<file path="config.mk">
export PLATFORM = sky130hd
export DESIGN_NAME = char_out_tx_flat
export DESIGN_NICKNAME = d
export VERILOG_FILES = /design/src/rtl/char_out_tx_pkg.sv /design/src/rtl/char_out_tx_if.sv /design/src/rtl/char_out_tx_sync_fifo.sv /design/src/rtl/char_out_tx.sv /design/src/flat_wrapper.sv
export SDC_FILE = /design/constraint.sdc
export NUM_CORES = 1
export LEC_CHECK = 0
export BUFFER_PORTS_ARGS = -buffer_cell sky130_fd_sc_hd__buf_2
export CORE_MARGIN = 1
export CORE_UTILIZATION = 55
export CTS_BUF_LIST = sky130_fd_sc_hd__clkbuf_8
export DETAILED_ROUTE_END_ITERATION = 16
export PLACE_DENSITY_LB_ADDON = 0.1
export REMOVE_ABC_BUFFERS = 1
export SLEW_MARGIN = 15
export SYNTH_ARGS = -nofsm -noshare
export SYNTH_HDL_FRONTEND = slang
export SYNTH_SLANG_ARGS = --single-unit
</file>
<file path="constraint.sdc">
create_clock -name clk -period 3.4 [get_ports clk]
set_input_delay 0.51 -clock clk [delete_from_list [all_inputs] [get_ports clk]]
set_output_delay 0.51 -clock clk [all_outputs]
set_load 0.03 [all_outputs]
</file>
<file path="src/rtl/char_out_tx_pkg.sv">
// Shared definitions for the character output port: register offsets,
// STATUS bit layout, pacing FSM states and the STATUS word builder.
package char_out_tx_pkg;

  localparam logic [3:0] ADDR_DATA   = 4'h0;
  localparam logic [3:0] ADDR_STATUS = 4'h4;

  localparam int STAT_FULL_BIT  = 0;
  localparam int STAT_EMPTY_BIT = 1;
  localparam int STAT_LEVEL_LSB = 8;

  typedef enum logic {
    ST_IDLE = 1'b0,
    ST_HOLD = 1'b1
  } tx_state_e;

  // Assemble the STATUS read word; unused bits read as zero.
  function automatic logic [31:0] pack_status(input logic       full,
                                              input logic       empty,
                                              input logic [7:0] level);
    logic [31:0] v;
    v = 32'h0000_0000;
    v[STAT_FULL_BIT]                       = full;
    v[STAT_EMPTY_BIT]                      = empty;
    v[STAT_LEVEL_LSB +: 8]                 = level;
    return v;
  endfunction

endpackage

</file>
<file path="src/rtl/char_out_tx_if.sv">
// picorv32 native memory bus slice seen by the character output port,
// including the address decode select from the top level.
interface char_out_tx_if;
  logic        sel;
  logic        mem_valid;
  logic [3:0]  mem_addr;
  logic [31:0] mem_wdata;
  logic [3:0]  mem_wstrb;
  logic [31:0] mem_rdata;
  logic        mem_ready;

  modport master (
    output sel, mem_valid, mem_addr, mem_wdata, mem_wstrb,
    input  mem_rdata, mem_ready
  );

  modport slave (
    input  sel, mem_valid, mem_addr, mem_wdata, mem_wstrb,
    output mem_rdata, mem_ready
  );
endinterface

</file>
<file path="src/rtl/char_out_tx_sync_fifo.sv">
// Small synchronous FIFO with extra-MSB pointers for full/empty detection.
// Push while full and pop while empty are dropped.
module sync_fifo #(
  parameter int WIDTH = 8,
  parameter int DEPTH = 8
) (
  input  logic             clk,
  input  logic             rst_n,
  input  logic             i_push,
  input  logic [WIDTH-1:0] i_wdata,
  input  logic             i_pop,
  output logic [WIDTH-1:0] o_rdata,
  output logic             o_full,
  output logic             o_empty,
  output logic [7:0]       o_level
);

  localparam int            AW      = $clog2(DEPTH);
  localparam logic [AW:0]   PTR_ONE = (AW+1)'(1);

  logic [WIDTH-1:0] r_mem [DEPTH];
  logic [AW:0]      r_wr_ptr;
  logic [AW:0]      r_rd_ptr;
  logic             w_push_ok;
  logic             w_pop_ok;
  logic [AW:0]      w_level;

  assign o_empty   = (r_wr_ptr == r_rd_ptr);
  assign o_full    = (r_wr_ptr[AW] != r_rd_ptr[AW]) &&
                     (r_wr_ptr[AW-1:0] == r_rd_ptr[AW-1:0]);
  assign w_push_ok = i_push & ~o_full;
  assign w_pop_ok  = i_pop & ~o_empty;
  assign w_level   = r_wr_ptr - r_rd_ptr;
  assign o_level   = 8'(w_level);
  assign o_rdata   = r_mem[r_rd_ptr[AW-1:0]];

  // Pointer update; reset empties the FIFO.
  always_ff @(posedge clk or negedge rst_n) begin
    if (!rst_n) begin
      r_wr_ptr <= {(AW+1){1'b0}};
      r_rd_ptr <= {(AW+1){1'b0}};
    end else begin
      if (w_push_ok) r_wr_ptr <= r_wr_ptr + PTR_ONE;
      if (w_pop_ok)  r_rd_ptr <= r_rd_ptr + PTR_ONE;
    end
  end

  // Storage write; contents are meaningless until pushed so no reset.
  always_ff @(posedge clk) begin
    if (w_push_ok) r_mem[r_wr_ptr[AW-1:0]] <= i_wdata;
  end

endmodule

</file>
<file path="src/rtl/char_out_tx.sv">
// Memory-mapped character output port. Bytes written to DATA are queued
// and emitted on out_dat with one out_ctl toggle each, spaced at least
// GAP_CYCLES clocks apart so a negedge receiver can sample every byte.
module char_out_tx
  import char_out_tx_pkg::*;
#(
  parameter int DEPTH      = 8,
  parameter int GAP_CYCLES = 2
) (
  input  logic          clk,
  input  logic          rst_n,
  char_out_tx_if.slave  bus,
  output logic [7:0]    out_dat,
  output logic          out_ctl
);

  localparam int            GW       = $clog2(GAP_CYCLES + 1);
  localparam logic [GW-1:0] GAP_LOAD = GW'(GAP_CYCLES - 1);
  localparam logic [GW-1:0] GAP_ONE  = GW'(1);

  logic        r_ready;
  logic [31:0] r_rdata;
  tx_state_e   r_state;
  logic [GW-1:0] r_gap;
  logic [7:0]  r_dat;
  logic        r_ctl;

  logic        w_accept, w_is_data, w_is_status, w_push_req, w_take, w_push;
  logic [31:0] w_rdata_nxt;
  tx_state_e   w_state_nxt;
  logic [GW-1:0] w_gap_nxt;
  logic [7:0]  w_dat_nxt;
  logic        w_ctl_nxt, w_pop;
  logic [7:0]  w_fifo_head, w_fifo_level;
  logic        w_fifo_full, w_fifo_empty;
  logic        w_unused_ok;

  assign bus.mem_ready = r_ready;
  assign bus.mem_rdata = r_rdata;
  assign out_dat       = r_dat;
  assign out_ctl       = r_ctl;
  assign w_unused_ok   = ^bus.mem_wdata[31:8];

  sync_fifo #(.WIDTH(8), .DEPTH(DEPTH)) u_fifo (
    .clk     (clk),
    .rst_n   (rst_n),
    .i_push  (w_push),
    .i_wdata (bus.mem_wdata[7:0]),
    .i_pop   (w_pop),
    .o_rdata (w_fifo_head),
    .o_full  (w_fifo_full),
    .o_empty (w_fifo_empty),
    .o_level (w_fifo_level)
  );

  // Bus decode: a DATA push against a full FIFO (before any same-cycle pop) is held off.
  always_comb begin
    w_accept    = bus.sel & bus.mem_valid & ~r_ready;
    w_is_data   = (bus.mem_addr == ADDR_DATA);
    w_is_status = (bus.mem_addr == ADDR_STATUS);
    w_push_req  = w_is_data & bus.mem_wstrb[0];
    w_take      = w_accept & ~(w_push_req & w_fifo_full);
    w_push      = w_take & w_push_req;
    if (w_take && w_is_status && (bus.mem_wstrb == 4'b0000)) begin
      w_rdata_nxt = pack_status(w_fifo_full,
                                w_fifo_empty & (r_state == ST_IDLE),
                                w_fifo_level);
    end else begin
      w_rdata_nxt = 32'h0000_0000;
    end
  end

  // One-cycle acknowledge with read data captured alongside it.
  always_ff @(posedge clk or negedge rst_n) begin
    if (!rst_n) begin
      r_ready <= 1'b0;
      r_rdata <= 32'h0000_0000;
    end else begin
      r_ready <= w_take;
      r_rdata <= w_rdata_nxt;
    end
  end

  // Pacing FSM next state: launch a byte from IDLE, then hold for the gap.
  always_comb begin
    w_state_nxt = r_state;
    w_gap_nxt   = r_gap;
    w_dat_nxt   = r_dat;
    w_ctl_nxt   = r_ctl;
    w_pop       = 1'b0;
    case (r_state)
      ST_IDLE: begin
        if (!w_fifo_empty) begin
          w_dat_nxt   = w_fifo_head;
          w_ctl_nxt   = ~r_ctl;
          w_pop       = 1'b1;
          w_gap_nxt   = GAP_LOAD;
          w_state_nxt = ST_HOLD;
        end else begin
          w_state_nxt = ST_IDLE;
        end
      end
      ST_HOLD: begin
        // Leaving on the final decrement lets the next launch land exactly GAP_CYCLES later.
        if (r_gap <= GAP_ONE) begin
          w_gap_nxt   = {GW{1'b0}};
          w_state_nxt = ST_IDLE;
        end else begin
          w_gap_nxt   = r_gap - GAP_ONE;
        end
      end
      default: begin
        w_gap_nxt   = {GW{1'b0}};
        w_state_nxt = ST_IDLE;
      end
    endcase
  end

  // Pacing FSM state and output registers.
  always_ff @(posedge clk or negedge rst_n) begin
    if (!rst_n) begin
      r_state <= ST_IDLE;
      r_gap   <= {GW{1'b0}};
      r_dat   <= 8'h00;
      r_ctl   <= 1'b0;
    end else begin
      r_state <= w_state_nxt;
      r_gap   <= w_gap_nxt;
      r_dat   <= w_dat_nxt;
      r_ctl   <= w_ctl_nxt;
    end
  end

endmodule
</file>
<file path="src/flat_wrapper.sv">
// flat-port wrapper written by rule: the top's interface ports become plain ports
module char_out_tx_flat import char_out_tx_pkg::*;
#(
  parameter int DEPTH      = 8,
  parameter int GAP_CYCLES = 2
)
  (clk, rst_n, out_dat, out_ctl, bus_sel, bus_mem_valid, bus_mem_addr, bus_mem_wdata, bus_mem_wstrb, bus_mem_rdata, bus_mem_ready);
  char_out_tx_if bus_i ();
  input  logic clk;
  input  logic rst_n;
  output logic [7:0] out_dat;
  output logic out_ctl;
  input wire logic [$bits(bus_i.sel)-1:0] bus_sel;
  input wire logic [$bits(bus_i.mem_valid)-1:0] bus_mem_valid;
  input wire logic [$bits(bus_i.mem_addr)-1:0] bus_mem_addr;
  input wire logic [$bits(bus_i.mem_wdata)-1:0] bus_mem_wdata;
  input wire logic [$bits(bus_i.mem_wstrb)-1:0] bus_mem_wstrb;
  output wire logic [$bits(bus_i.mem_rdata)-1:0] bus_mem_rdata;
  output wire logic [$bits(bus_i.mem_ready)-1:0] bus_mem_ready;
  assign bus_i.sel = bus_sel;
  assign bus_i.mem_valid = bus_mem_valid;
  assign bus_i.mem_addr = bus_mem_addr;
  assign bus_i.mem_wdata = bus_mem_wdata;
  assign bus_i.mem_wstrb = bus_mem_wstrb;
  assign bus_mem_rdata = bus_i.mem_rdata;
  assign bus_mem_ready = bus_i.mem_ready;
  char_out_tx #(.DEPTH(DEPTH), .GAP_CYCLES(GAP_CYCLES)) u_core (.clk(clk), .rst_n(rst_n), .bus(bus_i), .out_dat(out_dat), .out_ctl(out_ctl));
endmodule
</file>
Word-level counts from Yosys, hierarchy flattened. Memories as Yosys holds them, arrays and structs flattened. A register that Yosys moved wholly into a read port is not among the register bits. Index checks and enable logic that the tools add are counted.

Reductions and logical operators: 7. Bitwise logic cells: 15. $add $sub $neg: 4. $lt $le $gt $ge: 1. Equality and inequality tests: 5. Mux-type cells: 10.

Operators with widths (number): 2-to-1 mux 12 bit (1); AND 1 bit (9); adder 4 x 1 -> 4 bit, second input constant (2); logical NOT 4 bit (2); inverter 1 bit (6); 2-to-1 mux 1 bit (5); equality test 4 x 3 -> 1 bit, second input constant (1); equality test 4 bit (1); 2-to-1 mux 2 bit (2); case mux 2 bit (2 select lines) (1); subtractor 4 bit (1); equality test 3 bit (1); logical AND 1 bit (3); <= comparator 2 x 1 -> 1 bit, second input constant (1); != test 2 bit, second input constant (1); case mux 1 bit (2 select lines) (1); AND reduction 2 bit (1); subtractor 2 x 1 -> 2 bit, second input constant (1); logical NOT 1 bit (1); != test 1 bit (1).

Input port bits: 44. RAM bits: 64. Memories: 1. Output and inout port bits: 42. Bits in registers: 45. Logic and storage cells: 50.

Memories: u_core.u_fifo.r_mem (depth 8, width 8, rd ports 1, clocked after Yosys merged registers in 1, write ports 1, RTL line char_out_tx_sync_fifo.sv:21) `logic [WIDTH-1:0] r_mem [DEPTH];`.

Longest topological paths before layout.
Depth in word-level cells: 9. Depth in mapped cells: 8. Mapped depth without buffers: 6.

Cells and area by module. From an unflattened synthesis, not the netlist that was laid out.

Cells, all modules: 268. Area, all modules: 4219.0 µm².

By module, submodules not included: sync_fifo (area each 3024.2 µm², cells each 172, seq. area each 2122.0 µm², instances 1); char_out_tx (area each 1194.9 µm², cells each 96, seq. area each 575.6 µm², instances 1).

Worst setup path before layout. OpenSTA, ideal clock, no wires.

Path type: register -> register. Start: register u_core.u_fifo.r_wr_ptr[0]. End: memory u_core.u_fifo.r_mem[4][0], enable pin. Required time: 3.002 ns. Arrival time: 2.405 ns. Clock period less this slack: 2.803 ns. Cell stages (with the launch flop): 8. Setup slack: 0.597 ns. Cells stage by stage: dfrtp_1 clkbuf_1 inv_1 ha_1 nand3_1 nand2b_1 nand3_2 nor4b_1.

Longest elaborated chain between the ends: 9.

RTL lines: start, declared (RTL line char_out_tx_sync_fifo.sv:22) `logic [AW:0] r_wr_ptr;`; start signal, assigned (RTL line char_out_tx_sync_fifo.sv:40) `r_wr_ptr <= {(AW+1){1'b0}};`; start signal, assigned (RTL line char_out_tx_sync_fifo.sv:43) `if (w_push_ok) r_wr_ptr <= r_wr_ptr + PTR_ONE;`; equality test 3 bit (RTL line char_out_tx_sync_fifo.sv:30) `(r_wr_ptr[AW-1:0] == r_rd_ptr[AW-1:0]);`; logical AND 1 bit (RTL line char_out_tx_sync_fifo.sv:29) `assign o_full = (r_wr_ptr[AW] != r_rd_ptr[AW]) &&`; AND 1 bit (RTL line char_out_tx.sv:62) `w_take = w_accept & ~(w_push_req & w_fifo_full);`; inverter 1 bit (RTL line char_out_tx.sv:62); AND 1 bit (RTL line char_out_tx.sv:62); AND 1 bit (RTL line char_out_tx.sv:63) `w_push = w_take & w_push_req;`; AND 1 bit (RTL line char_out_tx_sync_fifo.sv:31) `assign w_push_ok = i_push & ~o_full;`; 2-to-1 mux 1 bit (RTL line char_out_tx_sync_fifo.sv:50) `if (w_push_ok) r_mem[r_wr_ptr[AW-1:0]] <= i_wdata;`; 2-to-1 mux 1 bit (not written as such) (RTL line char_out_tx_sync_fifo.sv:50); end, declared (RTL line char_out_tx_sync_fifo.sv:21).

Parallel ways exist; a longest one is shown, timed or not.

Worst setup path after layout.
Start: register u_core.u_fifo.r_wr_ptr[0]. End: memory u_core.u_fifo.r_mem[2][0], enable pin.

Same word-level chain as after synthesis.

==> flow_metrics.py <==
metrics = {
    "layout": {
        "layout.core_utilization_pct": 63.7,
        "area_delta_synth_final_pct": 11.2,
        "mostFrequentLayoutCell": "sky130_fd_sc_hd__edfxtp_1",
        "layout_common_cells": "sky130_fd_sc_hd__edfxtp_1 (64), sky130_fd_sc_hd__buf_2 (35), sky130_fd_sc_hd__mux2i_1 (32)",
        "number_of_nets_in_the_finished_design": 352,
        "antenna_diode_count": 0,
        "post_route_cells_drive_above_1_share_pct": 25.1,
    },
    "synthesis": {
        "ys.warnings.count": 0,
        "fraction_of_the_yosys_area_taken_by_sequential_cells_pct": 66.4,
        "syn-instance-count": 254,
        "synth-seq-cells": 91,
        "syn_area_sq_um": 3910,
        "synth.lib_cells_used.distinct": 42,
        "post_synth.cell_area_avg_sq_um": 15.4,
    },
    "clock_tree": {
        "clkSinkCount": 91,
        "post-cts-setup-buffer-count": 0,
        "cts.reportedPaths.clkPinSlew_ns": 0.09,
        "clock_path_buffers": 2,
        "h-tree-depth": 3,
        "clk-insertion-delay-late_ns": 0.35,
        "cts.hold.buffers_added": 0,
        "cts-resized-gates": 0,
        "tritoncts": "built",
        "root_driver": "sky130_fd_sc_hd__clkbuf_8",
        "cts_buffer_count": 9,
    },
    "placed_design": {
        "globalplace.congestion": 0.742,
        "io_buffers": 35,
        "post-dp-hpwl_um": 4050,
        "detailedPlace.worstSlack_ns": 0.818,
    },
    "die": {
        "die_area_sq_um": 7450,
        "floorplan.initialDensity_pct": 57.3,
        "floorplan.core_area_sq_um": 6830,
        "die_w_um": 86.3,
        "num_io_pins": 86,
        "die_y_um": 86.3,
        "rows": 30,
    },
    "timing": {
        "final-max-slew-violation-count": 0,
        "final.setup.worst_slack_ns": 0.817,
        "max_slew_headroom_pct": 39.8,
        "count_of_endpoints_failing_setup_in_the_final_report": 0,
        "finalHoldWorstSlack_ns": 0.165,
        "timing.fmax_ghz": 0.387,
        "hold_viol": 0,
        "max_slew.worst_pin.slew_ns": 0.901,
        "timing.final.crit_share_pct": 76.0,
        "fin_setup_tns_ns": 0,
        "skew_ns": 0.0113,
        "finalWorstPathRequiredPeriod_ns": 2.58,
        "grt_setup_unrepaired": "false",
    },
    "detailed_routing": {
        "drt-pass1-iter-count": 4,
        "drt_iter0_drc": 91,
        "totalWireLength_um": 6170,
        "wl_per_cell_um": 15.3,
        "antenna_left": 0,
        "drt_drc_violations_left": 0,
        "routed-via-count": 2046,
        "detail_route.vias_per_cell": 5.08,
    },
    "min_path": {
        "worstHoldPathType": "input pin to async pin",
    },
    "setup_path": {
        "critPathMaxFanout": 9,
        "cpPeakStageDelay_ns": 0.56,
        "crit_path_top_delay_cell": "sky130_fd_sc_hd__dfrtp_1",
        "startpoint_type": "register",
        "critical_path_cell_sequence": "inv_1, ha_1, nand3_1, nand2b_1, nand3_2, nor4b_2, buf_4",
        "cp-end-kind": "register",
        "arrival_ns": 2.64,
        "critical_path_class": "register to register",
        "reg2reg_setup_slack_ns": 0.82,
        "timing.critical_path.required_ns": 3.46,
    },
    "grt": {
        "first_pass_grt_wire_length_um": 9740,
        "global_route.overflow_total": 0,
        "grt_max_degree": 36,
        "grt.total_usage_pct": 18.5,
        "initial_antenna_violation_count": 0,
        "first_global_vias": 1824,
    },
    "run": {
        "max_capacitance_violation_count": 0,
    },
    "power": {
        "pwr_density_cell_nw_per_um2": 727,
        "p_leak_nw": 1.79,
        "post-layout-total-power_mw": 3.16,
        "max-vdd-ir-drop_v": 0.000310,
    },
    "outcome": {
        "outcome": "finished clean",
    },
}
[cell families after synthesis]
family	share of synthesized area [%]
multiplexers	10.8
XOR/XNOR	2.21
adder cells (fa/ha/maj)	2.11
AO/OA/AOI/OAI	5.02
buffers and inverters	7.90
other	0.0959
AND/OR/NAND/NOR	5.47
flip-flops	66.4
[stage by stage]
stage          instance area (sq um)  instances
6_report                        4350        403
3_3_place_gp                    4140        387
2_1_floorplan                   3730        244
3_5_place_dp                    4140        387
4_1_cts                         4350        403
5_1_grt                         4350        403
[critical path, delay by kind of cell, from the launching register on]
family	cells	cell delay, ns
buffers and inverters	2	0.38
adder cells (fa/ha/maj)	1	0.35
flip-flops	1	0.56
AND/OR/NAND/NOR	4	1.00
[layer usage]
layer	global-route usage, %	routed length [um]
met2	30.2	3200
met5	0	0
met1	24.4	2730
met3	3.81	186
met4	7.73	61
[layout make-up]
class                      count  area [sq um]
tap                           96           120
sequential                    91          2600
clock buffer                   9           124
timing repair buffer          47           265
fill                         520          2480
inverter                       9          33.8
multi-input combinational    144          1120
clock inverter                 7          85.1
[final timing paths]
path	end	cells past startpoint	start
min in group clk	u_core.u_fifo.r_mem[0][1]$_DFFE_PP_	1	bus_mem_wdata[1]
setup / recovery	u_core.u_fifo.r_mem[2][0]$_DFFE_PP_	7	u_core.u_fifo.r_wr_ptr[0]$_DFFE_PN0P_
hold reg to reg	u_core.out_ctl$_DFFE_PN0P_	1	u_core.out_ctl$_DFFE_PN0P_
max in group asynchronous	u_core.u_fifo.r_rd_ptr[0]$_DFFE_PN0P_	1	rst_n
setup reg to reg	u_core.u_fifo.r_mem[2][0]$_DFFE_PP_	7	u_core.u_fifo.r_wr_ptr[0]$_DFFE_PN0P_
hold / removal	u_core.out_dat[6]$_DFFE_PN0P_	1	rst_n
[report_power, final]
part	internal, mW	leakage [nW]	switching (mW)
clock	0.406	0.113	0.347
sequential	1.29	0.912	0.0729
combinational	0.432	0.765	0.611
total	2.13	1.79	1.03
[cells in the mapped netlist]
| cell type | n | area (sq um) |
|---|---|---|
| sky130_fd_sc_hd__a21oi_1 | 2 | 10.0 |
| sky130_fd_sc_hd__inv_2 | 1 | 3.75 |
| sky130_fd_sc_hd__mux2_2 | 8 | 90.1 |
| sky130_fd_sc_hd__and2b_1 | 1 | 7.51 |
| sky130_fd_sc_hd__ha_1 | 5 | 62.6 |
| sky130_fd_sc_hd__or3_1 | 1 | 6.26 |
| sky130_fd_sc_hd__a221oi_1 | 8 | 70.1 |
| sky130_fd_sc_hd__mux2i_1 | 32 | 320 |
| sky130_fd_sc_hd__o21ai_0 | 3 | 15.0 |
| sky130_fd_sc_hd__nor2b_1 | 3 | 18.8 |
| sky130_fd_sc_hd__xnor2_1 | 5 | 43.8 |
| sky130_fd_sc_hd__nand2b_1 | 1 | 6.26 |
| sky130_fd_sc_hd__o21a_1 | 1 | 7.51 |
| sky130_fd_sc_hd__xor2_1 | 3 | 26.3 |
| sky130_fd_sc_hd__nand3b_1 | 1 | 7.51 |
| sky130_fd_sc_hd__dfrtp_1 | 27 | 676 |
| sky130_fd_sc_hd__mux2_1 | 1 | 11.3 |
| sky130_fd_sc_hd__nand3_2 | 1 | 10.0 |
| sky130_fd_sc_hd__nand3_1 | 3 | 15.0 |
| sky130_fd_sc_hd__xor2_2 | 1 | 16.3 |
| sky130_fd_sc_hd__buf_1 | 2 | 7.51 |
| sky130_fd_sc_hd__fa_1 | 1 | 20.0 |
| sky130_fd_sc_hd__inv_1 | 8 | 30.0 |
| sky130_fd_sc_hd__nor3b_1 | 1 | 7.51 |
| sky130_fd_sc_hd__nor4bb_1 | 1 | 10.0 |
| sky130_fd_sc_hd__edfxtp_1 | 64 | 1920 |
| sky130_fd_sc_hd__o21ba_2 | 1 | 10.0 |
| sky130_fd_sc_hd__a22o_1 | 8 | 70.1 |
| sky130_fd_sc_hd__and3_1 | 2 | 12.5 |
| sky130_fd_sc_hd__buf_6 | 4 | 45.0 |
| sky130_fd_sc_hd__a21boi_0 | 1 | 7.51 |
| sky130_fd_sc_hd__nand2_1 | 4 | 15.0 |
| sky130_fd_sc_hd__nor4b_1 | 3 | 26.3 |
| sky130_fd_sc_hd__nor2_1 | 8 | 30.0 |
| sky130_fd_sc_hd__a31oi_1 | 1 | 6.26 |
| sky130_fd_sc_hd__conb_1 | 1 | 3.75 |
| sky130_fd_sc_hd__buf_12 | 1 | 20.0 |
| sky130_fd_sc_hd__nor4_1 | 3 | 18.8 |
| sky130_fd_sc_hd__clkbuf_1 | 2 | 7.51 |
| sky130_fd_sc_hd__nor3_1 | 2 | 10.0 |
| sky130_fd_sc_hd__nand4_1 | 2 | 12.5 |
| sky130_fd_sc_hd__buf_4 | 26 | 195 |
[registers in the layout, indices dropped and copies added, names as in the netlist]
| signal | flops |
|---|---|
| u_core.u_fifo.r_mem | 64 |
| u_core.out_dat | 8 |
| u_core.bus.mem_rdata | 6 |
| u_core.u_fifo.r_rd_ptr | 4 |
| u_core.u_fifo.r_wr_ptr | 4 |
| u_core.r_gap | 2 |
| u_core.bus.mem_ready | 1 |
| u_core.out_ctl | 1 |
| u_core.r_state | 1 |
Power figures use the tool's default switching activity.
